**src/rtl/note_sequencer_pkg.sv**
```systemverilog
// rtl/note_sequencer_pkg.sv - shared constants and state encoding for the note sequencer
// Purpose: state encoding, note-entry field offsets and the half-period width
//          shared between the sequencer, its note table and the synth.
// Ports:   none (package).
package note_sequencer_pkg;

  // Half-period width shared with the square-wave synth.
  localparam int HP_W      = 7;

  // Note entry layout: {last, dur, hp}.
  localparam int HP_LSB    = 0;
  localparam int DUR_LSB   = 7;
  localparam int DUR_W_DEF = 4;
  localparam int LAST_BIT  = DUR_LSB + DUR_W_DEF;

  typedef enum logic [1:0] {
    ST_IDLE = 2'd0,
    ST_LOAD = 2'd1,
    ST_PLAY = 2'd2
  } state_t;

endpackage

```
**src/rtl/note_sequencer_if.sv**
```systemverilog
// rtl/note_sequencer_if.sv - control/status bundle between config logic and the note sequencer
// Purpose: groups the table write port, playback controls and synth/status
//          outputs of note_sequencer.
// Modports: master - config logic (drives writes/controls, reads status)
//           slave  - note_sequencer
interface note_sequencer_if #(
  parameter int DEPTH   = 16,
  parameter int DUR_W   = 4,
  parameter int TEMPO_W = 16
);
  import note_sequencer_pkg::*;

  localparam int IDX_W   = $clog2(DEPTH);
  localparam int ENTRY_W = 1 + DUR_W + HP_W;

  logic               wr_en;
  logic [IDX_W-1:0]   wr_addr;
  logic [ENTRY_W-1:0] wr_data;
  logic               start;
  logic               stop;
  logic               loop_en;
  logic [TEMPO_W-1:0] tempo;
  logic [HP_W-1:0]    hp;
  logic               active;
  logic               busy;
  logic [IDX_W-1:0]   note_idx;
  logic               done;

  modport master (
    output wr_en, wr_addr, wr_data, start, stop, loop_en, tempo,
    input  hp, active, busy, note_idx, done
  );

  modport slave (
    input  wr_en, wr_addr, wr_data, start, stop, loop_en, tempo,
    output hp, active, busy, note_idx, done
  );

endinterface

```
**src/rtl/note_sequencer_note_table.sv**
```systemverilog
// rtl/note_sequencer_note_table.sv - DEPTH x entry register file for the melody table
// Purpose: one synchronous write port, one combinational read port,
//          synchronous clear of every entry on i_rst.
// Ports:   i_clk, i_rst (sync, active-high), i_wr_en/i_wr_addr/i_wr_data write port,
//          i_rd_addr -> o_rd_data combinational read.
module note_table #(
  parameter int DEPTH   = 16,
  parameter int ENTRY_W = 12,
  parameter int IDX_W   = $clog2(DEPTH)
) (
  input  logic               i_clk,
  input  logic               i_rst,
  input  logic               i_wr_en,
  input  logic [IDX_W-1:0]   i_wr_addr,
  input  logic [ENTRY_W-1:0] i_wr_data,
  input  logic [IDX_W-1:0]   i_rd_addr,
  output logic [ENTRY_W-1:0] o_rd_data
);

  logic [ENTRY_W-1:0] r_mem [DEPTH];

  always_ff @(posedge i_clk) begin
    if (i_rst) begin
      for (int i = 0; i < DEPTH; i++) r_mem[i] <= '0;
    end else if (i_wr_en) begin
      r_mem[i_wr_addr] <= i_wr_data;
    end
  end

  // Read is from the registered contents, so a same-cycle write is not visible.
  assign o_rd_data = r_mem[i_rd_addr];

endmodule

```
**src/rtl/note_sequencer.sv**
```systemverilog
// rtl/note_sequencer.sv - plays a programmable note table on the square-wave synth
// Purpose: steps through a DEPTH-entry {last, dur, hp} table at a programmable
//          tempo, driving the synth half-period and enable; loops or finishes.
// Ports:   synth_clk, rst (sync, active-high), bus (note_sequencer_if.slave):
//          table write, start/stop/loop_en/tempo in; hp/active/busy/note_idx/done out.
// Option:  NOTE_SEQ_LEGATO_EN - hold hp/active through LOAD (no retrigger gap).
module note_sequencer
  import note_sequencer_pkg::*;
#(
  parameter int DEPTH   = 16,
  parameter int DUR_W   = 4,
  parameter int TEMPO_W = 16
) (
  input  logic              synth_clk,
  input  logic              rst,
  note_sequencer_if.slave   bus
);

  localparam int IDX_W   = $clog2(DEPTH);
  localparam int ENTRY_W = 1 + DUR_W + HP_W;
  localparam int LAST_B  = DUR_LSB + DUR_W;

  state_t             r_state, w_state_nx;
  logic [HP_W-1:0]    r_hp, w_hp_nx;
  logic               r_active, w_active_nx;
  logic               r_busy;
  logic [IDX_W-1:0]   r_idx, w_idx_nx;
  logic               r_done, w_done_nx;
  logic [TEMPO_W-1:0] r_tempo, w_tempo_nx;
  logic [TEMPO_W-1:0] r_beat, w_beat_nx;
  logic [DUR_W-1:0]   r_dur_cnt, w_dur_cnt_nx;
  logic [DUR_W-1:0]   r_dur, w_dur_nx;
  logic               r_last, w_last_nx;
  logic [ENTRY_W-1:0] w_entry;
  logic               w_note_end;
  logic               w_hold_active;

  note_table #(
    .DEPTH   (DEPTH),
    .ENTRY_W (ENTRY_W),
    .IDX_W   (IDX_W)
  ) u_note_table (
    .i_clk     (synth_clk),
    .i_rst     (rst),
    .i_wr_en   (bus.wr_en),
    .i_wr_addr (bus.wr_addr),
    .i_wr_data (bus.wr_data),
    .i_rd_addr (r_idx),
    .o_rd_data (w_entry)
  );

  // Last beat of the last beat-group of the note.
  assign w_note_end = (r_beat == r_tempo) && (r_dur_cnt == r_dur);

`ifdef NOTE_SEQ_LEGATO_EN
  assign w_hold_active = r_active;
`else
  assign w_hold_active = 1'b0;
`endif

  always_comb begin
    w_state_nx   = r_state;
    w_hp_nx      = r_hp;
    w_active_nx  = r_active;
    w_idx_nx     = r_idx;
    w_done_nx    = 1'b0;
    w_tempo_nx   = r_tempo;
    w_beat_nx    = r_beat;
    w_dur_cnt_nx = r_dur_cnt;
    w_dur_nx     = r_dur;
    w_last_nx    = r_last;
    case (r_state)
      ST_IDLE: begin
        w_active_nx = 1'b0;
        if (bus.start && !bus.stop) begin
          w_state_nx = ST_LOAD;
          w_idx_nx   = '0;
        end
      end
      ST_LOAD: begin
        if (bus.stop) begin
          w_state_nx  = ST_IDLE;
          w_active_nx = 1'b0;
        end else begin
          w_state_nx   = ST_PLAY;
          w_hp_nx      = w_entry[HP_LSB +: HP_W];
          w_active_nx  = (w_entry[HP_LSB +: HP_W] != '0);
          w_dur_nx     = w_entry[DUR_LSB +: DUR_W];
          w_last_nx    = w_entry[LAST_B];
          w_tempo_nx   = (bus.tempo == '0) ? TEMPO_W'(1) : bus.tempo;
          w_beat_nx    = TEMPO_W'(1);
          w_dur_cnt_nx = '0;
        end
      end
      ST_PLAY: begin
        if (bus.stop) begin
          w_state_nx  = ST_IDLE;
          w_active_nx = 1'b0;
        end else if (w_note_end) begin
          if (!r_last) begin
            w_state_nx  = ST_LOAD;
            w_idx_nx    = r_idx + 1'b1;
            w_active_nx = w_hold_active;
          end else if (bus.loop_en) begin
            w_state_nx  = ST_LOAD;
            w_idx_nx    = '0;
            w_active_nx = w_hold_active;
          end else begin
            w_state_nx  = ST_IDLE;
            w_active_nx = 1'b0;
            w_done_nx   = 1'b1;
          end
        end else if (r_beat == r_tempo) begin
          w_beat_nx    = TEMPO_W'(1);
          w_dur_cnt_nx = r_dur_cnt + 1'b1;
        end else begin
          w_beat_nx = r_beat + 1'b1;
        end
      end
      default: begin
        w_state_nx  = ST_IDLE;
        w_active_nx = 1'b0;
      end
    endcase
  end

  always_ff @(posedge synth_clk) begin
    if (rst) begin
      r_state   <= ST_IDLE;
      r_hp      <= '0;
      r_active  <= 1'b0;
      r_busy    <= 1'b0;
      r_idx     <= '0;
      r_done    <= 1'b0;
      r_tempo   <= '0;
      r_beat    <= '0;
      r_dur_cnt <= '0;
      r_dur     <= '0;
      r_last    <= 1'b0;
    end else begin
      r_state   <= w_state_nx;
      r_hp      <= w_hp_nx;
      r_active  <= w_active_nx;
      r_busy    <= (w_state_nx != ST_IDLE);
      r_idx     <= w_idx_nx;
      r_done    <= w_done_nx;
      r_tempo   <= w_tempo_nx;
      r_beat    <= w_beat_nx;
      r_dur_cnt <= w_dur_cnt_nx;
      r_dur     <= w_dur_nx;
      r_last    <= w_last_nx;
    end
  end

  assign bus.hp       = r_hp;
  assign bus.active   = r_active;
  assign bus.busy     = r_busy;
  assign bus.note_idx = r_idx;
  assign bus.done     = r_done;

endmodule

```
**src/flat_wrapper.sv**
```systemverilog
// flat-port wrapper written by rule: the top's interface ports become plain ports
module note_sequencer_flat import note_sequencer_pkg::*;
#(
  parameter int DEPTH   = 16,
  parameter int DUR_W   = 4,
  parameter int TEMPO_W = 16
)
  (synth_clk, rst, bus_wr_en, bus_wr_addr, bus_wr_data, bus_start, bus_stop, bus_loop_en, bus_tempo, bus_hp, bus_active, bus_busy, bus_note_idx, bus_done);
  note_sequencer_if #(.DEPTH(DEPTH), .DUR_W(DUR_W), .TEMPO_W(TEMPO_W)) bus_i ();
  input  logic synth_clk;
  input  logic rst;
  input wire logic [$bits(bus_i.wr_en)-1:0] bus_wr_en;
  input wire logic [$bits(bus_i.wr_addr)-1:0] bus_wr_addr;
  input wire logic [$bits(bus_i.wr_data)-1:0] bus_wr_data;
  input wire logic [$bits(bus_i.start)-1:0] bus_start;
  input wire logic [$bits(bus_i.stop)-1:0] bus_stop;
  input wire logic [$bits(bus_i.loop_en)-1:0] bus_loop_en;
  input wire logic [$bits(bus_i.tempo)-1:0] bus_tempo;
  output wire logic [$bits(bus_i.hp)-1:0] bus_hp;
  output wire logic [$bits(bus_i.active)-1:0] bus_active;
  output wire logic [$bits(bus_i.busy)-1:0] bus_busy;
  output wire logic [$bits(bus_i.note_idx)-1:0] bus_note_idx;
  output wire logic [$bits(bus_i.done)-1:0] bus_done;
  assign bus_i.wr_en = bus_wr_en;
  assign bus_i.wr_addr = bus_wr_addr;
  assign bus_i.wr_data = bus_wr_data;
  assign bus_i.start = bus_start;
  assign bus_i.stop = bus_stop;
  assign bus_i.loop_en = bus_loop_en;
  assign bus_i.tempo = bus_tempo;
  assign bus_hp = bus_i.hp;
  assign bus_active = bus_i.active;
  assign bus_busy = bus_i.busy;
  assign bus_note_idx = bus_i.note_idx;
  assign bus_done = bus_i.done;
  note_sequencer #(.DEPTH(DEPTH), .DUR_W(DUR_W), .TEMPO_W(TEMPO_W)) u_core (.synth_clk(synth_clk), .rst(rst), .bus(bus_i));
endmodule
```
**config.mk**
```make
export PLATFORM = sky130hd
export DESIGN_NAME = note_sequencer_flat
export DESIGN_NICKNAME = d
export VERILOG_FILES = /design/src/rtl/note_sequencer_pkg.sv /design/src/rtl/note_sequencer_if.sv /design/src/rtl/note_sequencer_note_table.sv /design/src/rtl/note_sequencer.sv /design/src/flat_wrapper.sv
export SDC_FILE = /design/constraint.sdc
export NUM_CORES = 1
export LEC_CHECK = 0
export CAP_MARGIN = 20
export CORE_ASPECT_RATIO = 1.5
export CORE_UTILIZATION = 25
export CTS_BUF_LIST = sky130_fd_sc_hd__clkbuf_8
export CTS_CLUSTER_DIAMETER = 30
export DETAILED_ROUTE_END_ITERATION = 8
export SLEW_MARGIN = 10
export SYNTH_ARGS = -nofsm -noshare
export SYNTH_HDL_FRONTEND = slang
export SYNTH_SLANG_ARGS = --single-unit
```
**constraint.sdc**
```tcl
create_clock -name synth_clk -period 2.45 [get_ports synth_clk]
set_input_delay 0.245 -clock synth_clk [delete_from_list [all_inputs] [get_ports synth_clk]]
set_output_delay 0.245 -clock synth_clk [all_outputs]
set_load 0.005 [all_outputs]
```
==> metrics.txt <==
Die H=265 microns; CTS Buffer Depth=3; placer congestion estimate=between 0.8 and 0.9; asr flop ratio synth=0%; synthesized area per cell=~13 sq um; vias=between 7000 and 8000; top cells by area, synth=edfxtp_1 50%, dfxtp_1 11%, and2_1 11%; largest net degree at the start of global routing=33; Crit Path Class=reg -> reg; RR Endpoint=u_core.bus.active$_SDFFE_PP0P_; global-route wire length before repair=45.4 mm; 1st-iter DRT viols=475; WP data arrival=between 2 and 3 ns; number of global-route vias before repair=just under 8000; Final Hold Viols=0; endpoint class of the critical path=flop; max incr delay on CP=a little under 0.6 ns; startpoint types=flop; FF/Latch Area=between 6000 and 7000 sq um; top-area cell type share of the netlist area=between 40% and 50%; filler instances=~4600; Remaining Overflow, GRT=0; ys flop type=edfxtp_1; final WL=~30 mm; Top delay family on crit path=simple AND/OR/NAND/NOR gates; MaxCap Viol Count=0; drt wl/cell=roughly 18 microns; peak supply drop=0.000286 V; Final Cycle Share=a little over nine tenths; clk_skew=between 0.02 and 0.03 ns; R2R Setup Slk=0.11 ns; DRC viols=0; minimum clock period=2.34 ns; EDFF count, synth=192; Root Buffer=clkbuf_8; Worst Max-Slew Pin Slew=between 0.6 and 0.7 ns; Slew Viols, Final=0; final instance area=between 10000 and 15000 sq um; share of layout cells above drive strength 1=a little over a fifth; Post-Synth Simple-Gate Area=around 18%; placed instance area=between 10000 and 15000 sq um; area share of fa/ha/maj cells after synthesis=less than 1%; TritonRoute pass-1 iters=4; worst r2r path cells=7; RSZ-0062 raised after global routing=true; DP Cell Count=1551; Worst setup endpoint=u_core.bus.active$_SDFFE_PP0P_; worst path bufs/invs=1; Synth Area in Compound Gates=between 6 and 7%; main combinational cell family by area after synthesis=simple AND/OR/NAND/NOR gates; Clock Latency Late Sink=roughly 0.58 ns; Die X-Extent=178 microns; Layout Nets=~1100; post-synth top area cell=edfxtp_1; initial antenna violation count=1; Clock Sinks=approximately 250; area of the multi-input gates=4310 sq um; Slew HR=55.6%; die area=approximately 47000 sq um; Post-CTS Hold Fix Bufs=0; gr busiest metal=met2; ANT nets after route=0; HP Class=in -> reg; outcome=complete, no violations; IO Pins=52; critical path depth=7; CTS tree=done; Vias/cell=approximately 4.5; # diodes=0; synthesized area=~12000 sq um; Post-Syn Nets=924; met2 Usage GRT=26.7%; Reg clk slew, reported paths=0.06 ns; Syn. warnings=0; Synth cell types=52; sequential fraction of the synthesis area=60.4%; core region area=roughly 46000 sq um; M3 GR Usage=2.54%; pwr/cell area=between 600 and 700 nW/um^2; mux contribution to synthesized area=between 10% and 20%; critical path cell sequence=buf_4, mux4_2, a22oi_1, nand2_1, or4_1, nor4_2, o32ai_1; total track usage=between 10% and 20%; Layout Cells excl Fill=1630; CP max FO=5; Leak=between 4 and 5 nW; Yosys reg bits=roughly 250; synthesis-to-finish area growth=23.0%; Gate Count Post-Synth=approximately 900; CTS Buf Count=43; post-synthesis xor/xnor area fraction=roughly 1.5%; FMAX=around 430 MHz; critical path's slowest cell=or4_1; H-tree Lvls=2; Cell Rows=96; Final Setup Violations=0; M1 GR Usage=a little under an eighth; DP Wirelength=22.4 mm; starting density of the core=roughly a quarter; Critical Path RT=between 2 and 3 ns; Port Buffers=51
state kept, by name, summed over array words and instances, names as in the netlist, named ones only:
signal	count
u_core.bus.active	1
u_core.bus.busy	1
u_core.bus.done	1
u_core.bus.hp	7
u_core.bus.note_idx	4
u_core.r_beat	16
u_core.r_dur	4
u_core.r_dur_cnt	4
u_core.r_last	1
u_core.r_state	2
u_core.r_tempo	16
u_core.u_note_table.r_mem	192
cell usage in the layout, fill, tap and decap left out, drive strengths merged, types with 7 or more instances in the layout:
cell / Yosys / routed
inv: 7 / 18
dfxtp: 61 / 61
nor4: 10 / 10
a2111o: 7 / 7
clkinv: 1 / 14
nor3: 8 / 8
nand3: 21 / 21
edfxtp: 192 / 192
nor2: 24 / 24
a21oi: 34 / 34
a22oi: 14 / 14
a22o: 12 / 12
and2: 195 / 195
clkdlybuf4s50: 0 / 51
o21ai: 20 / 20
clkbuf: 53 / 47
or3: 7 / 7
nand2: 63 / 63
buf: 11 / 94
xor2: 16 / 16
mux4: 53 / 53
how the worst min path moves through the flow:
stage	startpoint	end	slack, ns	cells after the start
final	bus_tempo[8]	u_core.r_tempo[8]$_SDFFE_PP0P_	0.28	3
after CTS	bus_tempo[8]	u_core.r_tempo[8]$_SDFFE_PP0P_	0.24	3
after global routing	bus_tempo[3]	u_core.r_tempo[3]$_SDFFE_PP0P_	0.27	3
after detailed placement	u_core.bus.hp[5]$_SDFFE_PP0P_	u_core.bus.hp[5]$_SDFFE_PP0P_	0.45	2
after floorplan	bus_tempo[10]	u_core.r_tempo[10]$_SDFFE_PP0P_	0.37	1
after global placement	u_core.bus.hp[5]$_SDFFE_PP0P_	u_core.bus.hp[5]$_SDFFE_PP0P_	0.45	2
metrics by stage:
stage,hold slack [ns],worst slack [ns],util (%),setup TNS (ns),total power [mW]
after floorplan,0.371,0.248,-,0,5.22
after global placement,0.447,0.0566,29.1,0,5.54
after detailed placement,0.453,0.0172,29.1,0,5.55
after CTS,0.243,0.0277,31.1,0,9.52
after global routing,0.274,-0.0375,31.2,-0.0375,9.76
final,0.281,0.114,31.2,0,9.42
cells in the mapped netlist (all sizes together), types with 4 or more instances:
cell type / instances
a21o: 5
mux4: 53
dfxtp: 61
o2111ai: 6
o21ai: 20
inv: 7
nand2: 63
xnor2: 4
nand4: 6
nor2b: 4
nor4: 10
or3: 7
clkbuf: 53
a2111o: 7
xor2: 16
or4: 4
a21oi: 34
nand3: 21
nand2b: 6
nor3: 8
and2: 195
a22o: 12
or2: 6
buf: 11
a22oi: 14
nor2: 24
edfxtp: 192
tightest hold or removal path, delay by kind of cell:
| kind | cells | cell delay (ns) |
|---|---|---|
| compound gates | 1 | 0.05 |
| buf+inv | 1 | 0.43 |
| simple gates | 1 | 0.07 |
per-layer routing:
| layer | share of wire [%] | up-vias | routed length, microns |
|---|---|---|---|
| met5 | 0.043 | - | 13 |
| met4 | 3.2 | 2 | 958 |
| met3 | 3.8 | 56 | 1150 |
| met2 | 60 | 150 | 17900 |
| met1 | 33 | 3673 | 9910 |
| li1 | - | 3517 | - |
logic make-up after synthesis:
group,after synthesis
fa+ha+maj,3
simple gates,363
compound gates,116
xor+xnor,20
mux,56
buf+inv,72
flops,253
report_power, final:
part,switching [mW],leakage [nW],internal (mW)
Sequential,0.0724,2.32,4.80
Combinational,0.326,2.14,0.259
Clock,1.76,0.484,2.21
Total,2.15,4.95,7.27
repair_timing:
item                       4_1_cts  5_1_grt
setup endpoints to repair        0        8
setup buffers                    0        1
gates resized for setup          0        5
cell type report:
class                           count  share of cell area [%]
Clock buffer                       47                    4.55
Clock inverter                     31                    1.75
Inverter                            8                   0.211
Multi-Input combinational cell    558                    30.3
Sequential cell                   253                    49.2
Tap cell                          588                    5.17
Timing Repair Buffer              145                    8.87
(Power assumes the default switching activity.)
